**src/rtl/ball_round_sequencer_pkg.sv**
```systemverilog
`default_nettype none
// ============================================================================
//  Module      : ball_round_sequencer_pkg
//  Description : Shared types and widths for the pinball round sequencer.
//                Holds the game-state encoding, which doubles as the HUD
//                state_code, and the portal index type.
//  Revision    : 1.0 - initial release
// ============================================================================
package ball_round_sequencer_pkg;

    localparam int COORD_W     = 11;  // playfield coordinate width
    localparam int CHARGE_W    = 8;   // plunger charge counter width
    localparam int LIVES_W     = 2;   // remaining-balls width
    localparam int FRAME_CNT_W = 8;   // width of the frame countdown timers

    // The encoding is visible on state_code, so values are pinned explicitly.
    typedef enum logic [2:0] {
        ST_IDLE      = 3'd0,
        ST_READY     = 3'd1,
        ST_CHARGE    = 3'd2,
        ST_PLAY      = 3'd3,
        ST_DRAIN     = 3'd4,
        ST_GAME_OVER = 3'd5
    } state_e;

    // Bit position of a portal within portal_req.
    typedef enum logic {
        PORTAL_A = 1'b0,
        PORTAL_B = 1'b1
    } portal_e;

endpackage : ball_round_sequencer_pkg
`default_nettype wire

```
**src/rtl/ball_round_sequencer_if.sv**
```systemverilog
`default_nettype none
// ============================================================================
//  Module      : ball_round_sequencer_if
//  Description : Signal bundle between the round sequencer and the rest of
//                the pinball system (keys, playfield hits, mover controls).
//                slave  : the sequencer side
//                master : the environment side (keys, hit detectors, mover)
//  Revision    : 1.0 - initial release
// ============================================================================
interface ball_round_sequencer_if;

    import ball_round_sequencer_pkg::*;

    // towards the sequencer
    logic                   startOfFrame;
    logic                   key_launch;
    logic                   key_newGame;
    logic                   drain_hit;
    logic [1:0]             portal_req;
    logic [COORD_W-1:0]     portalA_x;
    logic [COORD_W-1:0]     portalA_y;
    logic [COORD_W-1:0]     portalB_x;
    logic [COORD_W-1:0]     portalB_y;
    logic                   boost_req;

    // from the sequencer
    logic                   start;
    logic                   loss;
    logic                   teleport;
    logic [COORD_W-1:0]     forced_x;
    logic [COORD_W-1:0]     forced_y;
    logic                   speed_var;
    logic [31:0]            forced_speed;
    logic [LIVES_W-1:0]     lives;
    logic                   game_over;
    logic [CHARGE_W-1:0]    charge_level;
    logic [2:0]             state_code;

    modport slave (
        input  startOfFrame, key_launch, key_newGame, drain_hit, portal_req,
               portalA_x, portalA_y, portalB_x, portalB_y, boost_req,
        output start, loss, teleport, forced_x, forced_y, speed_var,
               forced_speed, lives, game_over, charge_level, state_code
    );

    modport master (
        output startOfFrame, key_launch, key_newGame, drain_hit, portal_req,
               portalA_x, portalA_y, portalB_x, portalB_y, boost_req,
        input  start, loss, teleport, forced_x, forced_y, speed_var,
               forced_speed, lives, game_over, charge_level, state_code
    );

endinterface : ball_round_sequencer_if
`default_nettype wire

```
**src/rtl/ball_round_sequencer_frame_down_counter.sv**
```systemverilog
`default_nettype none
// ============================================================================
//  Module      : frame_down_counter
//  Description : Frame-based countdown timer. Loads a value, decrements once
//                per startOfFrame pulse and holds at zero.
//  Ports       : clk, reset      - clock, synchronous active-high reset
//                clear_i         - force count to zero (highest after reset)
//                load_i          - load load_value_i (wins over a decrement)
//                load_value_i    - value to load
//                sof_i           - frame pulse, decrement enable
//                zero_o          - count is zero (registered state)
//  Revision    : 1.0 - initial release
// ============================================================================
module frame_down_counter #(
    parameter int WIDTH = 8
) (
    input  wire logic             clk,
    input  wire logic             reset,
    input  wire logic             clear_i,
    input  wire logic             load_i,
    input  wire logic [WIDTH-1:0] load_value_i,
    input  wire logic             sof_i,
    output logic                  zero_o
);

    logic [WIDTH-1:0] count_q;
    logic [WIDTH-1:0] count_d;

    always_comb begin
        count_d = count_q;
        if (clear_i) begin
            count_d = '0;
        end else if (load_i) begin
            count_d = load_value_i;
        end else if (sof_i && (count_q != '0)) begin
            count_d = count_q - WIDTH'(1);
        end
    end

    always_ff @(posedge clk) begin
        if (reset) begin
            count_q <= '0;
        end else begin
            count_q <= count_d;
        end
    end

    assign zero_o = (count_q == '0);

endmodule : frame_down_counter
`default_nettype wire

```
**src/rtl/ball_round_sequencer.sv**
```systemverilog
`default_nettype none
// ============================================================================
//  Module      : ball_round_sequencer
//  Description : Pinball game-round controller. Sequences new game, plunger
//                charge, launch, play, drain and game over; during play it
//                arbitrates two portals onto the mover's teleport path and
//                times bumper speed boosts.
//  Ports       : clk      - system clock
//                reset    - synchronous active-high reset
//                ctrl_io  - sequencer side of ball_round_sequencer_if
//                           (keys, hits, portal coords in; mover controls,
//                           lives, charge and state out)
//  Revision    : 1.0 - initial release
// ============================================================================
module ball_round_sequencer
    import ball_round_sequencer_pkg::*;
#(
    parameter int INITIAL_LIVES   = 3,
    parameter int MAX_CHARGE      = 160,
    parameter int DRAIN_FRAMES    = 8,
    parameter int COOLDOWN_FRAMES = 20,
    parameter int BOOST_FRAMES    = 30,
    parameter int BOOST_SPEED     = 400
) (
    input  wire logic              clk,
    input  wire logic              reset,
    ball_round_sequencer_if.slave  ctrl_io
);

    state_e                 state_q, state_d;
    logic                   launch_prev_q;
    logic                   newgame_prev_q;
    logic [LIVES_W-1:0]     lives_q, lives_d;
    logic [CHARGE_W-1:0]    charge_q, charge_d;
    logic                   teleport_q, teleport_d;
    logic [COORD_W-1:0]     forced_x_q, forced_x_d;
    logic [COORD_W-1:0]     forced_y_q, forced_y_d;
    portal_e                last_grant_q, last_grant_d;

    logic                   launch_rise;
    logic                   newgame_rise;
    logic                   grant_valid;
    portal_e                grant_sel;
    logic                   drain_load;
    logic                   cool_load;
    logic                   boost_load;
    logic                   play_exit;
    logic                   drain_zero;
    logic                   cool_zero;
    logic                   boost_zero;

    assign launch_rise  = ctrl_io.key_launch  & ~launch_prev_q;
    assign newgame_rise = ctrl_io.key_newGame & ~newgame_prev_q;

    // Cooldown and boost only live inside PLAY; any path out of PLAY
    // (including the drain that beats a same-cycle boost) wipes them.
    assign play_exit = (state_d != ST_PLAY);

    always_comb begin
        state_d      = state_q;
        lives_d      = lives_q;
        charge_d     = charge_q;
        teleport_d   = 1'b0;
        forced_x_d   = forced_x_q;
        forced_y_d   = forced_y_q;
        last_grant_d = last_grant_q;
        drain_load   = 1'b0;
        cool_load    = 1'b0;
        boost_load   = 1'b0;
        grant_valid  = 1'b0;
        grant_sel    = PORTAL_A;

        // Round-robin only matters on a tie; a lone request always wins.
        case (ctrl_io.portal_req)
            2'b01: begin
                grant_valid = 1'b1;
                grant_sel   = PORTAL_A;
            end
            2'b10: begin
                grant_valid = 1'b1;
                grant_sel   = PORTAL_B;
            end
            2'b11: begin
                grant_valid = 1'b1;
                grant_sel   = (last_grant_q == PORTAL_A) ? PORTAL_B : PORTAL_A;
            end
            default: ;
        endcase

        case (state_q)
            ST_IDLE: begin
                if (newgame_rise) begin
                    state_d = ST_READY;
                    lives_d = LIVES_W'(INITIAL_LIVES);
                end
            end

            ST_READY: begin
                if (launch_rise) begin
                    state_d  = ST_CHARGE;
                    charge_d = '0;
                end
            end

            ST_CHARGE: begin
                if (ctrl_io.startOfFrame && (charge_q < CHARGE_W'(MAX_CHARGE))) begin
                    charge_d = charge_q + CHARGE_W'(1);
                end
                // Leave on the same cycle the charge saturates.
                if (!ctrl_io.key_launch || (charge_d == CHARGE_W'(MAX_CHARGE))) begin
                    state_d = ST_PLAY;
                end
            end

            ST_PLAY: begin
                if (ctrl_io.drain_hit) begin
                    state_d    = ST_DRAIN;
                    drain_load = 1'b1;
                    lives_d    = (lives_q != '0) ? (lives_q - LIVES_W'(1)) : '0;
                end else begin
                    if (grant_valid && cool_zero) begin
                        teleport_d   = 1'b1;
                        last_grant_d = grant_sel;
                        cool_load    = 1'b1;
                        if (grant_sel == PORTAL_B) begin
                            forced_x_d = ctrl_io.portalB_x;
                            forced_y_d = ctrl_io.portalB_y;
                        end else begin
                            forced_x_d = ctrl_io.portalA_x;
                            forced_y_d = ctrl_io.portalA_y;
                        end
                    end
                    if (ctrl_io.boost_req) begin
                        boost_load = 1'b1;
                    end
                end
            end

            ST_DRAIN: begin
                if (drain_zero) begin
                    state_d = (lives_q == '0) ? ST_GAME_OVER : ST_READY;
                end
            end

            ST_GAME_OVER: begin
                if (newgame_rise) begin
                    state_d = ST_READY;
                    lives_d = LIVES_W'(INITIAL_LIVES);
                end
            end

            default: begin
                state_d = ST_IDLE;
            end
        endcase
    end

    always_ff @(posedge clk) begin
        if (reset) begin
            state_q        <= ST_IDLE;
            launch_prev_q  <= 1'b0;
            newgame_prev_q <= 1'b0;
            lives_q        <= LIVES_W'(INITIAL_LIVES);
            charge_q       <= '0;
            teleport_q     <= 1'b0;
            forced_x_q     <= '0;
            forced_y_q     <= '0;
            last_grant_q   <= PORTAL_B;   // so the first tie goes to A
        end else begin
            state_q        <= state_d;
            launch_prev_q  <= ctrl_io.key_launch;
            newgame_prev_q <= ctrl_io.key_newGame;
            lives_q        <= lives_d;
            charge_q       <= charge_d;
            teleport_q     <= teleport_d;
            forced_x_q     <= forced_x_d;
            forced_y_q     <= forced_y_d;
            last_grant_q   <= last_grant_d;
        end
    end

    frame_down_counter #(.WIDTH(FRAME_CNT_W)) u_drain_cnt (
        .clk          (clk),
        .reset        (reset),
        .clear_i      (1'b0),
        .load_i       (drain_load),
        .load_value_i (FRAME_CNT_W'(DRAIN_FRAMES)),
        .sof_i        (ctrl_io.startOfFrame),
        .zero_o       (drain_zero)
    );

    frame_down_counter #(.WIDTH(FRAME_CNT_W)) u_cool_cnt (
        .clk          (clk),
        .reset        (reset),
        .clear_i      (play_exit),
        .load_i       (cool_load),
        .load_value_i (FRAME_CNT_W'(COOLDOWN_FRAMES)),
        .sof_i        (ctrl_io.startOfFrame),
        .zero_o       (cool_zero)
    );

    frame_down_counter #(.WIDTH(FRAME_CNT_W)) u_boost_cnt (
        .clk          (clk),
        .reset        (reset),
        .clear_i      (play_exit),
        .load_i       (boost_load),
        .load_value_i (FRAME_CNT_W'(BOOST_FRAMES)),
        .sof_i        (ctrl_io.startOfFrame),
        .zero_o       (boost_zero)
    );

    assign ctrl_io.start        = (state_q == ST_CHARGE);
    assign ctrl_io.loss         = (state_q == ST_DRAIN);
    assign ctrl_io.game_over    = (state_q == ST_GAME_OVER);
    assign ctrl_io.teleport     = teleport_q;
    assign ctrl_io.forced_x     = forced_x_q;
    assign ctrl_io.forced_y     = forced_y_q;
    assign ctrl_io.speed_var    = ~boost_zero;
    assign ctrl_io.forced_speed = 32'(BOOST_SPEED);
    assign ctrl_io.lives        = lives_q;
    assign ctrl_io.charge_level = charge_q;
    assign ctrl_io.state_code   = state_q;

endmodule : ball_round_sequencer
`default_nettype wire

```
**src/flat_wrapper.sv**
```systemverilog
// flat-port wrapper written by rule: the top's interface ports become plain ports
module ball_round_sequencer_flat import ball_round_sequencer_pkg::*;
#(
    parameter int INITIAL_LIVES   = 3,
    parameter int MAX_CHARGE      = 160,
    parameter int DRAIN_FRAMES    = 8,
    parameter int COOLDOWN_FRAMES = 20,
    parameter int BOOST_FRAMES    = 30,
    parameter int BOOST_SPEED     = 400
)
  (clk, reset, ctrl_io_startOfFrame, ctrl_io_key_launch, ctrl_io_key_newGame, ctrl_io_drain_hit, ctrl_io_portal_req, ctrl_io_portalA_x, ctrl_io_portalA_y, ctrl_io_portalB_x, ctrl_io_portalB_y, ctrl_io_boost_req, ctrl_io_start, ctrl_io_loss, ctrl_io_teleport, ctrl_io_forced_x, ctrl_io_forced_y, ctrl_io_speed_var, ctrl_io_forced_speed, ctrl_io_lives, ctrl_io_game_over, ctrl_io_charge_level, ctrl_io_state_code);
  ball_round_sequencer_if ctrl_io_i ();
  input  wire logic clk;
  input  wire logic reset;
  input wire logic [$bits(ctrl_io_i.startOfFrame)-1:0] ctrl_io_startOfFrame;
  input wire logic [$bits(ctrl_io_i.key_launch)-1:0] ctrl_io_key_launch;
  input wire logic [$bits(ctrl_io_i.key_newGame)-1:0] ctrl_io_key_newGame;
  input wire logic [$bits(ctrl_io_i.drain_hit)-1:0] ctrl_io_drain_hit;
  input wire logic [$bits(ctrl_io_i.portal_req)-1:0] ctrl_io_portal_req;
  input wire logic [$bits(ctrl_io_i.portalA_x)-1:0] ctrl_io_portalA_x;
  input wire logic [$bits(ctrl_io_i.portalA_y)-1:0] ctrl_io_portalA_y;
  input wire logic [$bits(ctrl_io_i.portalB_x)-1:0] ctrl_io_portalB_x;
  input wire logic [$bits(ctrl_io_i.portalB_y)-1:0] ctrl_io_portalB_y;
  input wire logic [$bits(ctrl_io_i.boost_req)-1:0] ctrl_io_boost_req;
  output wire logic [$bits(ctrl_io_i.start)-1:0] ctrl_io_start;
  output wire logic [$bits(ctrl_io_i.loss)-1:0] ctrl_io_loss;
  output wire logic [$bits(ctrl_io_i.teleport)-1:0] ctrl_io_teleport;
  output wire logic [$bits(ctrl_io_i.forced_x)-1:0] ctrl_io_forced_x;
  output wire logic [$bits(ctrl_io_i.forced_y)-1:0] ctrl_io_forced_y;
  output wire logic [$bits(ctrl_io_i.speed_var)-1:0] ctrl_io_speed_var;
  output wire logic [$bits(ctrl_io_i.forced_speed)-1:0] ctrl_io_forced_speed;
  output wire logic [$bits(ctrl_io_i.lives)-1:0] ctrl_io_lives;
  output wire logic [$bits(ctrl_io_i.game_over)-1:0] ctrl_io_game_over;
  output wire logic [$bits(ctrl_io_i.charge_level)-1:0] ctrl_io_charge_level;
  output wire logic [$bits(ctrl_io_i.state_code)-1:0] ctrl_io_state_code;
  assign ctrl_io_i.startOfFrame = ctrl_io_startOfFrame;
  assign ctrl_io_i.key_launch = ctrl_io_key_launch;
  assign ctrl_io_i.key_newGame = ctrl_io_key_newGame;
  assign ctrl_io_i.drain_hit = ctrl_io_drain_hit;
  assign ctrl_io_i.portal_req = ctrl_io_portal_req;
  assign ctrl_io_i.portalA_x = ctrl_io_portalA_x;
  assign ctrl_io_i.portalA_y = ctrl_io_portalA_y;
  assign ctrl_io_i.portalB_x = ctrl_io_portalB_x;
  assign ctrl_io_i.portalB_y = ctrl_io_portalB_y;
  assign ctrl_io_i.boost_req = ctrl_io_boost_req;
  assign ctrl_io_start = ctrl_io_i.start;
  assign ctrl_io_loss = ctrl_io_i.loss;
  assign ctrl_io_teleport = ctrl_io_i.teleport;
  assign ctrl_io_forced_x = ctrl_io_i.forced_x;
  assign ctrl_io_forced_y = ctrl_io_i.forced_y;
  assign ctrl_io_speed_var = ctrl_io_i.speed_var;
  assign ctrl_io_forced_speed = ctrl_io_i.forced_speed;
  assign ctrl_io_lives = ctrl_io_i.lives;
  assign ctrl_io_game_over = ctrl_io_i.game_over;
  assign ctrl_io_charge_level = ctrl_io_i.charge_level;
  assign ctrl_io_state_code = ctrl_io_i.state_code;
  ball_round_sequencer #(.INITIAL_LIVES(INITIAL_LIVES), .MAX_CHARGE(MAX_CHARGE), .DRAIN_FRAMES(DRAIN_FRAMES), .COOLDOWN_FRAMES(COOLDOWN_FRAMES), .BOOST_FRAMES(BOOST_FRAMES), .BOOST_SPEED(BOOST_SPEED)) u_core (.clk(clk), .reset(reset), .ctrl_io(ctrl_io_i));
endmodule
```
**config.mk**
```make
export PLATFORM = sky130hd
export DESIGN_NAME = ball_round_sequencer_flat
export DESIGN_NICKNAME = d
export VERILOG_FILES = /design/src/rtl/ball_round_sequencer_pkg.sv /design/src/rtl/ball_round_sequencer_if.sv /design/src/rtl/ball_round_sequencer_frame_down_counter.sv /design/src/rtl/ball_round_sequencer.sv /design/src/flat_wrapper.sv
export SDC_FILE = /design/constraint.sdc
export NUM_CORES = 1
export LEC_CHECK = 0
export CORE_AREA = 3 3 124 66
export CTS_CLUSTER_DIAMETER = 80
export DETAILED_ROUTE_END_ITERATION = 16
export DIE_AREA = 0 0 127 69
export GPL_ROUTABILITY_DRIVEN = 1
export PLACE_DENSITY = 0.82
export SLEW_MARGIN = 20
export SYNTH_ARGS = -nofsm -noshare
export SYNTH_HDL_FRONTEND = slang
export SYNTH_SLANG_ARGS = --single-unit
```
**constraint.sdc**
```tcl
create_clock -name clk -period 5.65 [get_ports clk]
set_clock_uncertainty 0.05 [all_clocks]
set_input_delay 1.13 -clock clk [delete_from_list [all_inputs] [get_ports clk]]
set_output_delay 1.13 -clock clk [all_outputs]
set_load 0.02 [all_outputs]
```
==> metrics.yaml <==
setup_path:
  crit_path_cell_trace: "inv_1 > ha_1 > or3b_2 > or2_2 > clkdlybuf4s50_1"
  path_class: "register to primary output"
  crit_family: "simple AND/OR/NAND/NOR gates"
  crit_fanout: 5
  cp-end-kind: "primary output"
  slowest_stage: "clkdlybuf4s50_1"
  worstSetupStartpointType: "register"
  critPathMaxStageDelay_ps: 550
  cp.arrival_ps: 2280
  critical_path_buf_inv_count: 2
  critPathRequiredTime_ps: 4470
cells_and_area:
  drive_gt1_share_pct: 7.41
  syn2layout_area_growth_pct: 33.3
  multiInputGateArea_um2: 1970
  nFillCells: 604
  fin_nets: 539
  antenna_cells: 0
  mostFrequentLayoutCells: "clkdlybuf4s50_1, dfxtp_1, nor2_1, conb_1, mux2i_1"
  post_layout_nonfiller_instances: 582
  regArea_um2: 1260
  final_common_cell: "clkdlybuf4s50_1"
placed_design:
  gp_congestion: 0.845
  hpwl_um: 5700
  port-buffer-count: 92
  place_inst: 566
cts:
  hold_buffers: 0
  cts_buffer_depth: 2
  cts.sinks: 63
  cts-root-buf: "clkbuf_16"
  clk_latency_ps: 330
  cts.clk_slew.worst_paths_ps: 60
  cts_resized: 0
  htreeDepth: 3
  cts_tree: "yes"
  cts_setup_buffers: 0
  numCtsBuffers: 9
pwr:
  p_leak_uw: 0.00170
  vdd_drop_max_mv: 0.186
  p_per_area_nw_per_um2: 295
routing:
  wl_um: 8240
  wl_per_cell_um: 14.2
  drtIter0Drc: 175
  drcViolationCount: 0
  via_per_inst: 5.36
  drt-pass1-iter-count: 5
  detail-route-antenna-nets: 0
  vias: 3117
sta:
  post-route-period-util_pct: 61.3
  clock.fmax_mhz: 289
  tns_ps: 0
  post-route-min-period_ps: 3460
  tightestPinTransition_ps: 959
  grt_setup_unrepaired: "false"
  slew_headroom_pct: 35.9
  setup_violations: 0
  finalHoldViolCount: 0
  slew_violations: 0
run_status:
  status: "finished clean"
synth:
  synth.distinct_cells: 59
  async_reset_ff_share_pct: 0
  synth_edf_count: 0
  synth_seq_cells: 63
  syn-instance-count: 402
  synth-main-ff-cell: "dfxtp_1"
  yosysSeqAreaShare_pct: 35.8
  synth_area_per_cell_um2: 8.76
  netlist_area_um2: 3520
  yosysWarnings: 0
die:
  ios: 125
  start_util_pct: 48.8
  core-area_um2: 7210
  rows: 22
  die_h_um: 69
  die_width_um: 127
  dieArea_um2: 8760
run:
  maxCapViolCount: 0
grt:
  grt_use_total_pct: 18.4
  grt_max_degree: 51
  grt_pass1_wl_um: 13600
  grt_pass1_vias: 2870
  grt_overflow: 0
  antenna_found_initial: 0
worst_hold_path:
  hold_path_class: "register to register"
## flip-flops by register name, summed over array words and instances, names as in the netlist
name                         cells
u_core.ctrl_io.forced_x         11
u_core.u_cool_cnt.count_q        8
u_core.ctrl_io.teleport          1
u_core.last_grant_q              1
u_core.ctrl_io.lives             2
u_core.u_boost_cnt.count_q       8
u_core.ctrl_io.state_code        3
u_core.ctrl_io.forced_y         11
u_core.newgame_prev_q            1
u_core.launch_prev_q             1
u_core.u_drain_cnt.count_q       8
u_core.ctrl_io.charge_level      8
## path summary, 6_finish.rpt
kind,from,to,slack (ps),depth (start not counted)
max,u_core.u_boost_cnt.count_q[0]$_SDFFE_PP0P_,ctrl_io_speed_var,2190,5
min,u_core.ctrl_io.forced_y[2]$_SDFFE_PP0P_,u_core.ctrl_io.forced_y[2]$_SDFFE_PP0P_,450,2
max reg2reg,u_core.u_cool_cnt.count_q[0]$_SDFFE_PP0P_,u_core.u_cool_cnt.count_q[4]$_SDFFE_PP0P_,3190,8
min reg2reg,u_core.ctrl_io.forced_y[2]$_SDFFE_PP0P_,u_core.ctrl_io.forced_y[2]$_SDFFE_PP0P_,450,2
## layer usage
metal / part of all wire (%) / vias up / wire length (um) / global-route usage (%)
met5: 0 / - / 0 / 0
met1: 44 / 1444 / 3590 / 22.4
met2: 49 / 120 / 4010 / 32.4
met3: 6.3 / 15 / 519 / 4.26
li1: - / 1538 / - / -
met4: 1.5 / 0 / 120 / 5.71
## metrics by stage
| stage | power (uW) | cell area [um^2] | setup WS [ps] | hold slack [ps] | util, % |
|---|---|---|---|---|---|
| after global routing | 1440 | 4690 | 2080 | 461 | 65.0 |
| after global placement | 736 | 4340 | 2260 | 427 | 60.1 |
| after floorplan | 682 | 3630 | 3130 | 416 | - |
| after detailed placement | 740 | 4340 | 2160 | 442 | 60.1 |
| final | 1380 | 4690 | 2190 | 447 | 65.0 |
| after CTS | 1390 | 4690 | 2200 | 450 | 65.0 |
## cells in the mapped netlist, drive strengths merged (3+ instances only)
library cell | instances | area, um^2
nor4b | 3 | 41.3
nor4 | 4 | 25.0
or4 | 6 | 48.8
a31oi | 5 | 37.5
mux2i | 22 | 220
nand2 | 16 | 60.1
dfxtp | 63 | 1260
nand3 | 5 | 25.0
xnor2 | 14 | 123
ha | 5 | 62.6
clkbuf | 15 | 57.6
a21oi | 12 | 60.1
nor2b | 13 | 81.3
and2 | 3 | 18.8
nor3b | 12 | 100
nor2 | 49 | 184
a211oi | 24 | 210
nor3 | 5 | 25.0
nand2b | 5 | 31.3
o31a | 3 | 26.3
buf | 41 | 305
o22ai | 3 | 18.8
o21ai | 15 | 75.1
a311oi | 8 | 70.1
inv | 12 | 45.0
## worst min-delay path, stage by stage, from the launching register on
cell and delay (ps):
dfxtp_1 310, nor2_1 90, a211oi_1 50
## report_power, final
part | internal [uW] | leakage [uW] | total (uW) | switching (uW)
combinational | 107 | 0.00102 | 235 | 128
sequential | 470 | 0.000510 | 497 | 26.8
clock | 446 | 0.000170 | 650 | 204
total | 1020 | 0.00170 | 1380 | 359
## cell type report
type | instances | area share (%)
Tap cell | 96 | 2.56
Inverter | 12 | 0.960
Timing Repair Buffer | 94 | 20.0
Multi-Input combinational cell | 301 | 42.1
Sequential cell | 63 | 26.9
Clock buffer | 10 | 5.09
Clock inverter | 6 | 2.45
## logic make-up after synthesis
family	after synthesis	synth area share, %
and+or+nand+nor	139	22.2
AOI/OAI and AO/OA	87	18.1
adders and majority gates	5	1.78
muxes	22	6.26
xor gates and xnor gates	16	3.98
buffers and inverters	68	11.6
other	2	0.213
DFF	63	35.8
Power figures use the tool's default switching activity.
